===== src/rtl/ascon_state_shift_out_if.sv =====
`default_nettype none
// ============================================================================
// Module      : ascon_state_shift_out_if
// Description : Control and bit-serial handshake bundle for the Ascon state
//               read-out engine.
// Revision    : 1.0 - initial release
// ============================================================================
interface ascon_state_shift_out_if;
   logic       start;
   logic       all_words;
   logic [2:0] word_sel;
   logic       abort;
   logic       shift_en;
   logic       shift_msb;
   logic       shift_valid;
   logic [2:0] shift_word;
   logic       busy;
   logic       done;
   logic       sel_err;

   modport master (
      output start, all_words, word_sel, abort, shift_en,
      input  shift_msb, shift_valid, shift_word, busy, done, sel_err
   );

   modport slave (
      input  start, all_words, word_sel, abort, shift_en,
      output shift_msb, shift_valid, shift_word, busy, done, sel_err
   );
endinterface
`default_nettype wire


===== src/rtl/ascon_state_shift_out.sv =====
`default_nettype none
// ============================================================================
// Module      : ascon_state_shift_out
// Description : Snapshots the five Ascon state words and shifts one or all of
//               them out MSB-first, one bit per peripheral strobe.
// Revision    : 1.0 - initial release
// ============================================================================
module ascon_state_shift_out #(
   parameter int WORD_W    = 64,
   parameter int NUM_WORDS = 5
) (
   input  wire logic              clk,
   input  wire logic              rst,
   ascon_state_shift_out_if.slave bus,
   input  wire logic [WORD_W-1:0] S_0_reg,
   input  wire logic [WORD_W-1:0] S_1_reg,
   input  wire logic [WORD_W-1:0] S_2_reg,
   input  wire logic [WORD_W-1:0] S_3_reg,
   input  wire logic [WORD_W-1:0] S_4_reg
);

   localparam int                c_bit_w    = $clog2(WORD_W);
   localparam logic [c_bit_w-1:0] c_bit_last = c_bit_w'(WORD_W - 1);
   localparam logic [2:0]         c_last_idx = 3'(NUM_WORDS - 1);

   typedef enum logic [1:0] {
      ST_IDLE  = 2'd0,
      ST_SHIFT = 2'd1,
      ST_DONE  = 2'd2
   } state_t;

   state_t             r_state;
   logic [WORD_W-1:0]  r_snap [NUM_WORDS];
   logic [c_bit_w-1:0] r_bit_ctr;
   logic [2:0]         r_word_ctr;
   logic [2:0]         r_last_word;
   logic               r_sel_err;

   state_t             w_state_nx;
   logic [c_bit_w-1:0] w_bit_nx;
   logic [2:0]         w_word_nx;
   logic [2:0]         w_last_nx;
   logic               w_sel_err_nx;
   logic               w_capture;
   logic               w_sel_bad;
   logic [c_bit_w-1:0] w_bit_idx;

   assign w_sel_bad = !bus.all_words && (bus.word_sel > c_last_idx);
   // MSB-first so a receiver appending at the LSB rebuilds the word unchanged
   assign w_bit_idx = c_bit_last - r_bit_ctr;

   always_comb begin
      w_state_nx   = r_state;
      w_bit_nx     = r_bit_ctr;
      w_word_nx    = r_word_ctr;
      w_last_nx    = r_last_word;
      w_sel_err_nx = 1'b0;
      w_capture    = 1'b0;
      case (r_state)
         ST_IDLE: begin
            if (bus.start) begin
               if (w_sel_bad) begin
                  w_sel_err_nx = 1'b1;
               end else begin
                  w_capture  = 1'b1;
                  w_bit_nx   = '0;
                  w_word_nx  = bus.all_words ? 3'd0 : bus.word_sel;
                  w_last_nx  = bus.all_words ? c_last_idx : bus.word_sel;
                  w_state_nx = ST_SHIFT;
               end
            end
         end
         ST_SHIFT: begin
            if (bus.abort) begin
               w_state_nx = ST_IDLE;
            end else if (bus.shift_en) begin
               if (r_bit_ctr != c_bit_last) begin
                  w_bit_nx = r_bit_ctr + 1'b1;
               end else if (r_word_ctr < r_last_word) begin
                  w_word_nx = r_word_ctr + 3'd1;
                  w_bit_nx  = '0;
               end else begin
                  w_state_nx = ST_DONE;
               end
            end
         end
         ST_DONE: w_state_nx = ST_IDLE;
         default: w_state_nx = ST_IDLE;
      endcase
   end

   always_ff @(posedge clk) begin
      if (rst) begin
         r_state     <= ST_IDLE;
         r_bit_ctr   <= '0;
         r_word_ctr  <= '0;
         r_last_word <= '0;
         r_sel_err   <= 1'b0;
         for (int k = 0; k < NUM_WORDS; k++) begin
            r_snap[k] <= '0;
         end
      end else begin
         r_state     <= w_state_nx;
         r_bit_ctr   <= w_bit_nx;
         r_word_ctr  <= w_word_nx;
         r_last_word <= w_last_nx;
         r_sel_err   <= w_sel_err_nx;
         if (w_capture) begin
            r_snap[0] <= S_0_reg;
            r_snap[1] <= S_1_reg;
            r_snap[2] <= S_2_reg;
            r_snap[3] <= S_3_reg;
            r_snap[4] <= S_4_reg;
         end
      end
   end

   assign bus.shift_valid = (r_state == ST_SHIFT);
   assign bus.busy        = (r_state == ST_SHIFT);
   assign bus.done        = (r_state == ST_DONE);
   assign bus.sel_err     = r_sel_err;
   assign bus.shift_word  = (r_state == ST_SHIFT) ? r_word_ctr : 3'd0;
   assign bus.shift_msb   = (r_state == ST_SHIFT) && r_snap[r_word_ctr][w_bit_idx];

endmodule
`default_nettype wire


===== src/flat_wrapper.sv =====
// flat-port wrapper written by rule: the top's interface ports become plain ports
module ascon_state_shift_out_flat 
#(
   parameter int WORD_W    = 64,
   parameter int NUM_WORDS = 5
)
  (clk, rst, S_0_reg, S_1_reg, S_2_reg, S_3_reg, S_4_reg, bus_start, bus_all_words, bus_word_sel, bus_abort, bus_shift_en, bus_shift_msb, bus_shift_valid, bus_shift_word, bus_busy, bus_done, bus_sel_err);
  ascon_state_shift_out_if bus_i ();
  input  wire logic clk;
  input  wire logic rst;
  input  wire logic [WORD_W-1:0] S_0_reg;
  input  wire logic [WORD_W-1:0] S_1_reg;
  input  wire logic [WORD_W-1:0] S_2_reg;
  input  wire logic [WORD_W-1:0] S_3_reg;
  input  wire logic [WORD_W-1:0] S_4_reg;
  input wire logic [$bits(bus_i.start)-1:0] bus_start;
  input wire logic [$bits(bus_i.all_words)-1:0] bus_all_words;
  input wire logic [$bits(bus_i.word_sel)-1:0] bus_word_sel;
  input wire logic [$bits(bus_i.abort)-1:0] bus_abort;
  input wire logic [$bits(bus_i.shift_en)-1:0] bus_shift_en;
  output wire logic [$bits(bus_i.shift_msb)-1:0] bus_shift_msb;
  output wire logic [$bits(bus_i.shift_valid)-1:0] bus_shift_valid;
  output wire logic [$bits(bus_i.shift_word)-1:0] bus_shift_word;
  output wire logic [$bits(bus_i.busy)-1:0] bus_busy;
  output wire logic [$bits(bus_i.done)-1:0] bus_done;
  output wire logic [$bits(bus_i.sel_err)-1:0] bus_sel_err;
  assign bus_i.start = bus_start;
  assign bus_i.all_words = bus_all_words;
  assign bus_i.word_sel = bus_word_sel;
  assign bus_i.abort = bus_abort;
  assign bus_i.shift_en = bus_shift_en;
  assign bus_shift_msb = bus_i.shift_msb;
  assign bus_shift_valid = bus_i.shift_valid;
  assign bus_shift_word = bus_i.shift_word;
  assign bus_busy = bus_i.busy;
  assign bus_done = bus_i.done;
  assign bus_sel_err = bus_i.sel_err;
  ascon_state_shift_out #(.WORD_W(WORD_W), .NUM_WORDS(NUM_WORDS)) u_core (.clk(clk), .rst(rst), .bus(bus_i), .S_0_reg(S_0_reg), .S_1_reg(S_1_reg), .S_2_reg(S_2_reg), .S_3_reg(S_3_reg), .S_4_reg(S_4_reg));
endmodule

===== config.mk =====
export PLATFORM = sky130hd
export DESIGN_NAME = ascon_state_shift_out_flat
export DESIGN_NICKNAME = d
export VERILOG_FILES = /design/src/rtl/ascon_state_shift_out_if.sv /design/src/rtl/ascon_state_shift_out.sv /design/src/flat_wrapper.sv
export SDC_FILE = /design/constraint.sdc
export NUM_CORES = 1
export LEC_CHECK = 0
export ABC_AREA = 1
export BUFFER_PORTS_ARGS = -buffer_cell sky130_fd_sc_hd__buf_2
export CAP_MARGIN = 20
export CORE_ASPECT_RATIO = 0.75
export CORE_MARGIN = 5
export CORE_UTILIZATION = 57
export CTS_BUF_LIST = sky130_fd_sc_hd__clkbuf_8
export DETAILED_ROUTE_END_ITERATION = 12
export PLACE_DENSITY = 0.88
export SYNTH_ARGS = -nofsm -noshare
export SYNTH_HDL_FRONTEND = slang
export SYNTH_SLANG_ARGS = --single-unit

===== constraint.sdc =====
create_clock -name clk -period 10.6 [get_ports clk]
set_clock_uncertainty 0.1 [all_clocks]
set_input_delay 1.06 -clock clk [delete_from_list [all_inputs] [get_ports clk]]
set_output_delay 1.06 -clock clk [all_outputs]
set_load 0.02 [all_outputs]

==> results of run 1 <==
[placed cells by master (no fill, tap or decap), types with 2 or more instances in the layout]
cell         n
ha_1         4
nand3_1    207
buf_16       2
o21ai_0     25
dfxtp_1     14
inv_2        5
a211oi_1     5
bufinv_16    2
inv_1      411
a31oi_1      2
clkbuf_8    58
a21oi_1     16
buf_2      336
o22ai_1      5
clkinv_2     5
nand2_1    423
dfxtp_2      3
nor2_1     385
o211ai_1     7
o21ai_1      6
buf_4       10
or2_1        4
nor4_1       2
nand2_4      2
clkinv_1    16
edfxtp_1   320
[synth_stat cells (all sizes together)]
master	instances
o22ai	5
a31oi	2
clkbuf	13
clkinv	2
a211oi	5
o21ai	31
a21oi	16
xor2	1
nor3	1
nor4	2
nor2	386
inv	403
dfxtp	18
or2	5
nand3	207
ha	4
nand2	426
edfxtp	320
o211ai	7
buf	90
a21boi	1
[area by class of cell]
class / instances / area, sq um / share of cell area, %
sequential: 338 / 9980 / 51.4
multi-input combinational: 1099 / 4590 / 23.7
timing repair buffer: 349 / 1830 / 9.43
inverter: 405 / 1520 / 7.84
clock buffer: 58 / 798 / 4.11
tap: 392 / 490 / 2.53
clock inverter: 37 / 206 / 1.06
[layer usage]
metal | up-vias | wire length, um | GRT usage, %
met5 | - | 0 | 0
met4 | 0 | 1350 | 9.63
met3 | 115 | 4500 | 5.23
met2 | 806 | 21000 | 42.3
met1 | 6373 | 17000 | 35.1
li1 | 6601 | - | -
[power by group]
group | internal, mW | leakage [nW] | total (mW) | switching, mW
registers | 1.58 | 3.60 | 1.63 | 0.0446
clock network | 0.550 | 0.569 | 1.06 | 0.507
logic | 0.154 | 5.72 | 0.458 | 0.304
total | 2.29 | 9.89 | 3.14 | 0.856
[worst max-delay path: stages (launching register included)]
cell     delay (ps)
dfxtp_2         320
buf_4           620
inv_2           460
buf_4           430
nor2_1          170
o21ai_0         100
nand3_1         100
nand2_1          80
nand2_1          60
nand2_1          70
nor2_1          110
nor2_1           60
nor2_1          140
nand2_1          70
nand3_1         110
nand2_1          80
inv_1            60
buf_2           150
[worst max path at each step]
stage                   startpoint                  end  slack (ps)  depth (start not counted)
2_1_floorplan      bus_word_sel[0]  u_core.r_snap[0][0]        1480                          5
3_3_place_gp   u_core.r_bit_ctr[1]        bus_shift_msb        6050                         15
3_5_place_dp             flip-flop        bus_shift_msb        6260                         17
4_1_cts                  flip-flop        bus_shift_msb        5620                         15
5_1_grt                  flip-flop        bus_shift_msb        5280                         15
6_report                 flip-flop        bus_shift_msb        5580                         17
[metrics by stage]
stage                     worst slack [ps]  std cells  hold slack, ps  util (%)
after global placement                6050       2581             368      63.5
after CTS                             5620       2677             402      67.1
after floorplan                       1480       1945             353         -
final                                 5580       2678             399      67.2
after global routing                  5280       2678             442      67.2
after detailed placement              6260       2582             388      63.6
[cells by family (layout without fill, tap and decap cells)]
logic type                 after synthesis  in the layout  share of synthesized area, %
and+or+nand+nor                       1027           1027                          24.9
buffers and inverters                  508            849                          12.6
DFF                                    338            338                          59.9
AOI/OAI and AO/OA                       67             67                          2.26
adders and majority gates                4              4                         0.301
xor gates and xnor gates                 1              1                        0.0526
[sequential cells by signal, indices dropped and copies added (netlist names), named ones only]
| name | count |
|---|---|
| u_core.r_snap | 320 |
| u_core.r_last_word | 3 |
| u_core.r_bit_ctr | 6 |
| u_core.r_word_ctr | 3 |
| u_core.bus.sel_err | 1 |
| u_core.r_state | 2 |
==> out/metrics.csv, run 1 <==
metric,value,unit
outcome,finished clean,
postCtsSetupRepairBufs,0,
r2r_slack,7400,ps
first_pass_iters,7,
hp-start,u_core.r_last_word[2],
yosysWarningCount,0,
drt_iter0_drc,1635,
startpoint_type,flip-flop,
synth_area,0.0167,sq mm
power.density,162,mW/mm^2
cts.sinks,338,
synthToLayoutAreaGrowth,16.6,%
io_buffers,336,
r2r_cells,6,
finalSetupViolCount,0,
fin_tns_setup,0,ps
fmax,199,MHz
fillers,2297,
hold_class,reg2reg,
fin_area,0.0194,sq mm
synth_top_cell_by_area,edfxtp_1,
end_kind,output port,
numCtsBuffers,52,
synth.area.top_cells,"edfxtp_1 58%, nand2_1 9.6%, inv_1 8.9%, nor2_1 8.7%, nand3_1 6.2%",
htreeDepth,2,
vias,13900,
slew_violations,0,
fin_crit_sh,47.4,%
cts_tree,yes,
timing.max_cap.violations,0,
placed_area,0.0184,sq mm
num_antenna_cells,0,
clockRootBuffer,clkbuf_8,
required,9440,ps
gp_congestion,0.862,
critPathKind,reg2out,
clock_path_buffers,3,
grt_pass1_vias,13700,
nets,2578,
via_per_inst,5.19,
power,3.14,mW
whs_path_depth,2,
postRouteAntennaNets,0,
wirelength,43900,um
rsz0062_at_grt,no,
coreArea,0.0289,sq mm
cts_resized,0,
grt_overflow,0,
hold_buffers,0,
ys_seq_elements,338,
die_y,158,um
worstHoldEndpoint,u_core.r_last_word[2],
yosys.area.top_type_share,57.7,%
worstPathArrival,3860,ps
synth_cell_types,30,
critPathMaxFanout,60,
synthesis.nets,2278,
seq_area_frac_synth,59.9,%
power_leakage,9.89,nW
r2r_start,u_core.r_state[1],
grt_max_degree,173,
clk_pin_slew,70,ps
period_needed,5020,ps
clk_latency,570,ps
dpl.hpwl,28900,um
relSlewSlack,30.8,%
ir_drop,0.0889,mV
drive_gt1_share,18.9,%
wire_per_inst,16.4,um
antenna_found_initial,0,
track_usage,25.9,%
synth.avg_cell_area,8.56,sq um
tightest_slew,1040,ps
die-area,0.0328,sq mm
start_util,57.6,%
timing.rr.end,u_core.r_snap[0][28],
ioPinCount,337,
hold_violations,0,
grt_pass1_wl,68400,um
postSynthCellCount,1945,
drc,0,
row_count,54,
die_w,207,um
Note: power is estimated with default switching activity, not from simulation.
==> inputs of run 2 (changes only) <==
--- a/config.mk
+++ b/config.mk
@@ -10,10 +10,10 @@
 export CAP_MARGIN = 20
 export CORE_ASPECT_RATIO = 0.75
 export CORE_MARGIN = 5
-export CORE_UTILIZATION = 57
+export CORE_UTILIZATION = 52
 export CTS_BUF_LIST = sky130_fd_sc_hd__clkbuf_8
 export DETAILED_ROUTE_END_ITERATION = 12
-export PLACE_DENSITY = 0.88
+export PLACE_DENSITY = 0.85
 export SYNTH_ARGS = -nofsm -noshare
 export SYNTH_HDL_FRONTEND = slang
 export SYNTH_SLANG_ARGS = --single-unit
==> constraint.sdc (replaced) <==
create_clock -name clk -period 4.23 [get_ports clk]
set_clock_uncertainty 0.1 [all_clocks]
set_input_delay 0.423 -clock clk [delete_from_list [all_inputs] [get_ports clk]]
set_output_delay 0.423 -clock clk [all_outputs]
set_load 0.02 [all_outputs]
==> run 2 against run 1 <==
Effect of this change: highest routed layer unchanged; wire length is 3.7% higher; cell area is 1.1% higher; register-to-register slack worse by 6000 ps; sequential share of layout area is 0.55 points lower; combinational power grew to 2.6 times the previous value; critical endpoint unchanged; largest power group unchanged; critical path type unchanged; first-iteration DRC count is 11% higher.
==> out/metrics.csv, run 2 (synthesis gave the netlist of run 1 again) <==
metric,value,unit
vias,13900,
wire_per_inst,16.8,um
hold_class,in2reg,
grt_overflow,0,
whs_path_depth,3,
setup_ws,492,ps
fmax,268,MHz
clock_path_buffers,3,
fin_area,0.0196,sq mm
fin_crit_sh,88.4,%
gp_congestion,0.876,
critPathMaxStageDelay,560,ps
fin_tns_setup,0,ps
dpl.hpwl,30300,um
end_kind,output port,
worstPathArrival,3210,ps
power.density,399,mW/mm^2
clk_latency,580,ps
placed_area,0.0185,sq mm
ioPinCount,337,
cpMaxStageDelayCell,inv_4,
drc,0,
power_leakage,9.98,nW
grt_pass1_vias,13900,
clk_pin_slew,60,ps
start_util,52.9,%
track_usage,24.8,%
row_count,56,
ir_drop,0.236,mV
postRouteAntennaNets,0,
critPathKind,reg2out,
rsz0062_at_grt,no,
coreArea,0.0315,sq mm
relSlewSlack,39.5,%
cp_num_cells,16,
startpoint_type,flip-flop,
drt_iter0_drc,1809,
timing.max_cap.violations,0,
largest_register,u_core.r_snap,
reg.largest.list,"u_core.r_snap (320), u_core.r_bit_ctr (6)",
clockRootBuffer,clkbuf_8,
cp_top_family,simple AND/OR/NAND/NOR gates,
slew_violations,0,
antenna_found_initial,1,
drive_gt1_share,19.1,%
dp_slack,1150,ps
die_y,165,um
nets,2598,
finalSetupViolCount,0,
power,7.83,mW
numCtsBuffers,53,
fillers,2611,
die-area,0.0357,sq mm
required,3710,ps
cts_tree,yes,
die_w,217,um
critPathMaxFanout,69,
cts.sinks,338,
largest_reg_flops,320,
synthToLayoutAreaGrowth,17.9,%
cp_common_cell,nand2_1,
io_buffers,336,
wirelength,45500,um
layout_common_cells,"423 x nand2_1, 412 x inv_1, 385 x nor2_1",
hold_violations,0,
period_needed,3740,ps
final_common_cell,nand2_1,
outcome,finished clean,
first_pass_iters,5,
grt_pass1_wl,70600,um
tightest_slew,902,ps
grt_max_degree,142,
r2r_cells,9,
via_per_inst,5.12,
crit_chain,inv_4 > buf_4 > nand2_1 > nand3_1 > nand3_1 > nand3_1 > nand2_1 > nand2_1 > nand2_1 > nor2_1 > nor2_1 > nand2_1 > nand3_1 > nand2_1 > inv_1 > buf_2,
htreeDepth,2,
path_buf_inv,4,
## run 2: changes by cell type in the layout (fill, tap and decap cells not counted), moves of 2 or more
cell and delta:
dlygate4sd3_1 +12, buf_12 +7, clkinv_2 +4, buf_16 -2
buf_4 +2, clkbuf_8 -2, clkinv_1 -2
## run 2: layout make-up
| class | count | area [sq um] | share of cell area, % |
|---|---|---|---|
| Antenna cell | 1 | 2.50 | 0.0127 |
| Clock buffer | 56 | 771 | 3.93 |
| Tap cell | 406 | 508 | 2.59 |
| Timing Repair Buffer | 368 | 2050 | 10.5 |
| Inverter | 405 | 1520 | 7.76 |
| Multi-Input combinational cell | 1099 | 4600 | 23.4 |
| Sequential cell | 338 | 9980 | 50.8 |
| Clock inverter | 40 | 195 | 0.994 |
## run 2: worst reg2reg max path, delay by kind of cell, from the launching register on
kind | cells | cell delay [ps]
fa+ha+maj | 1 | 300
buf+inv | 3 | 1290
flops | 1 | 340
simple gates | 5 | 770
## run 2: worst paths after layout
path                              start                    end  slack [ps]
setup / recovery              flip-flop          bus_shift_msb         490
hold / removal              S_0_reg[44]   u_core.r_snap[0][44]          40
setup reg to reg    u_core.r_bit_ctr[0]      u_core.r_state[1]        1380
hold reg to reg   u_core.r_last_word[2]  u_core.r_last_word[2]         390
## run 2: per-stage QoR
step	utilization, %	instances	hold slack, ps
detailed placement	58.9	2604	383
finish	62.4	2713	39.0
CTS	62.4	2712	0.0657
global placement	58.9	2604	371
floorplan	-	1945	353
global route	62.4	2713	3.52
## run 2: timing repair
item	in CTS	in global routing
hold buffers	12	0
endpoints found under the setup margin	0	0
gates resized for setup	0	0
setup buffers	0	0
endpoints found under the hold margin	11	0
## run 2: power by group
| group | total [mW] | switching, mW | internal (mW) | leakage, nW |
|---|---|---|---|---|
| Sequential | 4.05 | 0.0831 | 3.97 | 3.60 |
| Combinational | 1.20 | 0.798 | 0.405 | 5.82 |
| Clock | 2.57 | 1.29 | 1.28 | 0.556 |
## run 2: metal layers
metal	share of wire (%)	vias to the layer above	GRT usage (%)
met5	0	-	0
met4	3.2	0	9.07
met3	8.7	113	4.62
met2	48	733	40.8
met1	40	6389	33.2
li1	-	6647	-
==> inputs of run 3 (changes only) <==
--- a/config.mk
+++ b/config.mk
@@ -13,6 +13,7 @@
 export CORE_UTILIZATION = 52
 export CTS_BUF_LIST = sky130_fd_sc_hd__clkbuf_8
 export DETAILED_ROUTE_END_ITERATION = 12
+export MAX_ROUTING_LAYER = met4
 export PLACE_DENSITY = 0.85
 export SYNTH_ARGS = -nofsm -noshare
 export SYNTH_HDL_FRONTEND = slang
==> run 3 against run 2 <==
Effect of this change: sequential share of layout area did not move; wire length fell by 0.14%; count of clock-buffer cells in the layout did not move; critical path depth did not move; first-iteration DRC count fell by 2.7%; global-route usage rose by 0.73 points; setup slack got worse by 3.5 ps; critical path type unchanged; clock power barely moved; largest cell class unchanged; sequential power barely moved; largest power group unchanged; power barely moved.
==> out/metrics.csv, run 3 (synthesis gave the netlist of run 1 again) <==
metric,value,unit
outcome,finished clean,
vias,13900,
timing.max_cap.violations,0,
worstPathArrival,3220,ps
drive_gt1_share,19.1,%
multiInputGateArea,0.00460,sq mm
reg.largest.list,"u_core.r_snap (320), u_core.r_bit_ctr (6)",
largest_register,u_core.r_snap,
slew_violations,0,
htreeDepth,2,
finalSetupViolCount,0,
critPathKind,reg2out,
nets,2598,
hold_violations,0,
row_count,56,
register_area,0.00998,sq mm
ioPinCount,337,
rsz0062_at_grt,no,
gp_congestion,0.892,
pwr-share-comb,15.4,%
fillers,2611,
final_util,62.4,%
first_pass_iters,7,
r2r_cells,9,
numCtsBuffers,53,
end_kind,output port,
largest_reg_flops,320,
p_clk_share,32.9,%
hold_class,in2reg,
seqPwrFrac,51.7,%
critPathMaxFanout,69,
drt_iter0_drc,1761,
grt_pass1_vias,13900,
cts_tree,yes,
tightest_slew,898,ps
final_cells,2713,
wirelength,45400,um
synthToLayoutAreaGrowth,17.9,%
fin_tns_setup,0,ps
cellInternalPower,5.65,mW
dpl.hpwl,30300,um
fmax,267,MHz
grt_overflow,0,
final_common_cell,nand2_1,
endpoint,bus_shift_msb,
die-area,0.0357,sq mm
postCtsSetupRepairBufs,0,
coreArea,0.0315,sq mm
grt_max_degree,142,
placedCellCount,2604,
die_w,217,um
layout_common_cells,"423 x nand2_1, 412 x inv_1, 385 x nor2_1",
postRouteAntennaNets,0,
relSlewSlack,39.8,%
power.density,399,mW/mm^2
startpoint_type,flip-flop,
cts.sinks,338,
fin_crit_sh,88.4,%
ir_drop,0.237,mV
io_buffers,336,
grt_pass1_wl,70500,um
required,3710,ps
clock_path_buffers,3,
timing.rr.end,u_core.r_state[1],
power.switching,2.18,mW
switching_share,27.8,%
r2r_slack,1340,ps
power_leakage,9.98,nW
holdWs,34.5,ps
antenna_found_initial,1,
period_needed,3740,ps
clk_pin_slew,60,ps
clockRootBuffer,clkbuf_8,
start_util,52.9,%
drc,0,
clk_latency,580,ps
track_usage,25.5,%
via_per_inst,5.11,
wire_per_inst,16.7,um
die_y,165,um
power,7.83,mW
r2r_start,u_core.r_bit_ctr[0],
run 3: cell counts in the layout (fill, tap and decap cells not counted):
Identical to the previous run, type by type.
run 3: how the worst min path moves through the flow:
stage / startpoint / endpoint / depth (start not counted)
6_report: S_0_reg[44] / u_core.r_snap[0][44] / 3
3_3_place_gp: u_core.r_last_word[2] / u_core.r_last_word[2] / 2
4_1_cts: S_4_reg[40] / u_core.r_snap[4][40] / 3
2_1_floorplan: u_core.r_last_word[0] / u_core.r_last_word[0] / 2
3_5_place_dp: u_core.r_last_word[2] / u_core.r_last_word[2] / 2
5_1_grt: S_1_reg[38] / u_core.r_snap[1][38] / 3
run 3: worst max-delay path, stage by stage, from the launching register on:
cell and delay [ps]:
dfxtp_4 360, inv_4 560, buf_4 340, nand2_1 70, nand3_1 80, nand3_1 80
nand3_1 100, nand2_1 60, nand2_1 60, nand2_1 70, nor2_1 210, nor2_1 80
nand2_1 60, nand3_1 150, nand2_1 100, inv_1 50, buf_2 150
run 3: through the flow:
step	instance area [sq um]	worst slack (ps)
floorplan	16700	567
global placement	18500	1190
detailed placement	18500	1150
CTS	19600	502
global route	19600	143
finish	19600	489
run 3: layout make-up:
type	count	share of cell area [%]
flip-flops and latches	338	50.8
multi-input cells	1099	23.4
repair buffers	368	10.5
inverters	405	7.76
clock buffers	56	3.93
well taps	406	2.59
clock inverters	40	0.994
diodes	1	0.0127
run 3: repair_timing:
action,CTS,global route
endpoints found under the setup margin,0,0
hold buffers,12,0
resized for setup,0,0
hold endpoints to repair,11,0
run 3: metal layers:
layer	GRT usage, %	wire, um	vias up	share of wire (%)
li1	-	-	6648	-
met1	33.1	18200	6401	40
met2	40.9	21800	690	48
met3	4.58	4010	124	8.8
met4	9.10	1500	0	3.3
met5	-	0	-	0
run 3: power by group through the flow:
stage,Sequential (mW),Combinational [mW],Clock (mW)
finish,4.05,1.20,2.58
global route,4.07,1.34,2.79
CTS,4.05,1.20,2.62
detailed placement,4.12,1.18,0
global placement,4.11,1.14,0
floorplan,4.10,0.782,0
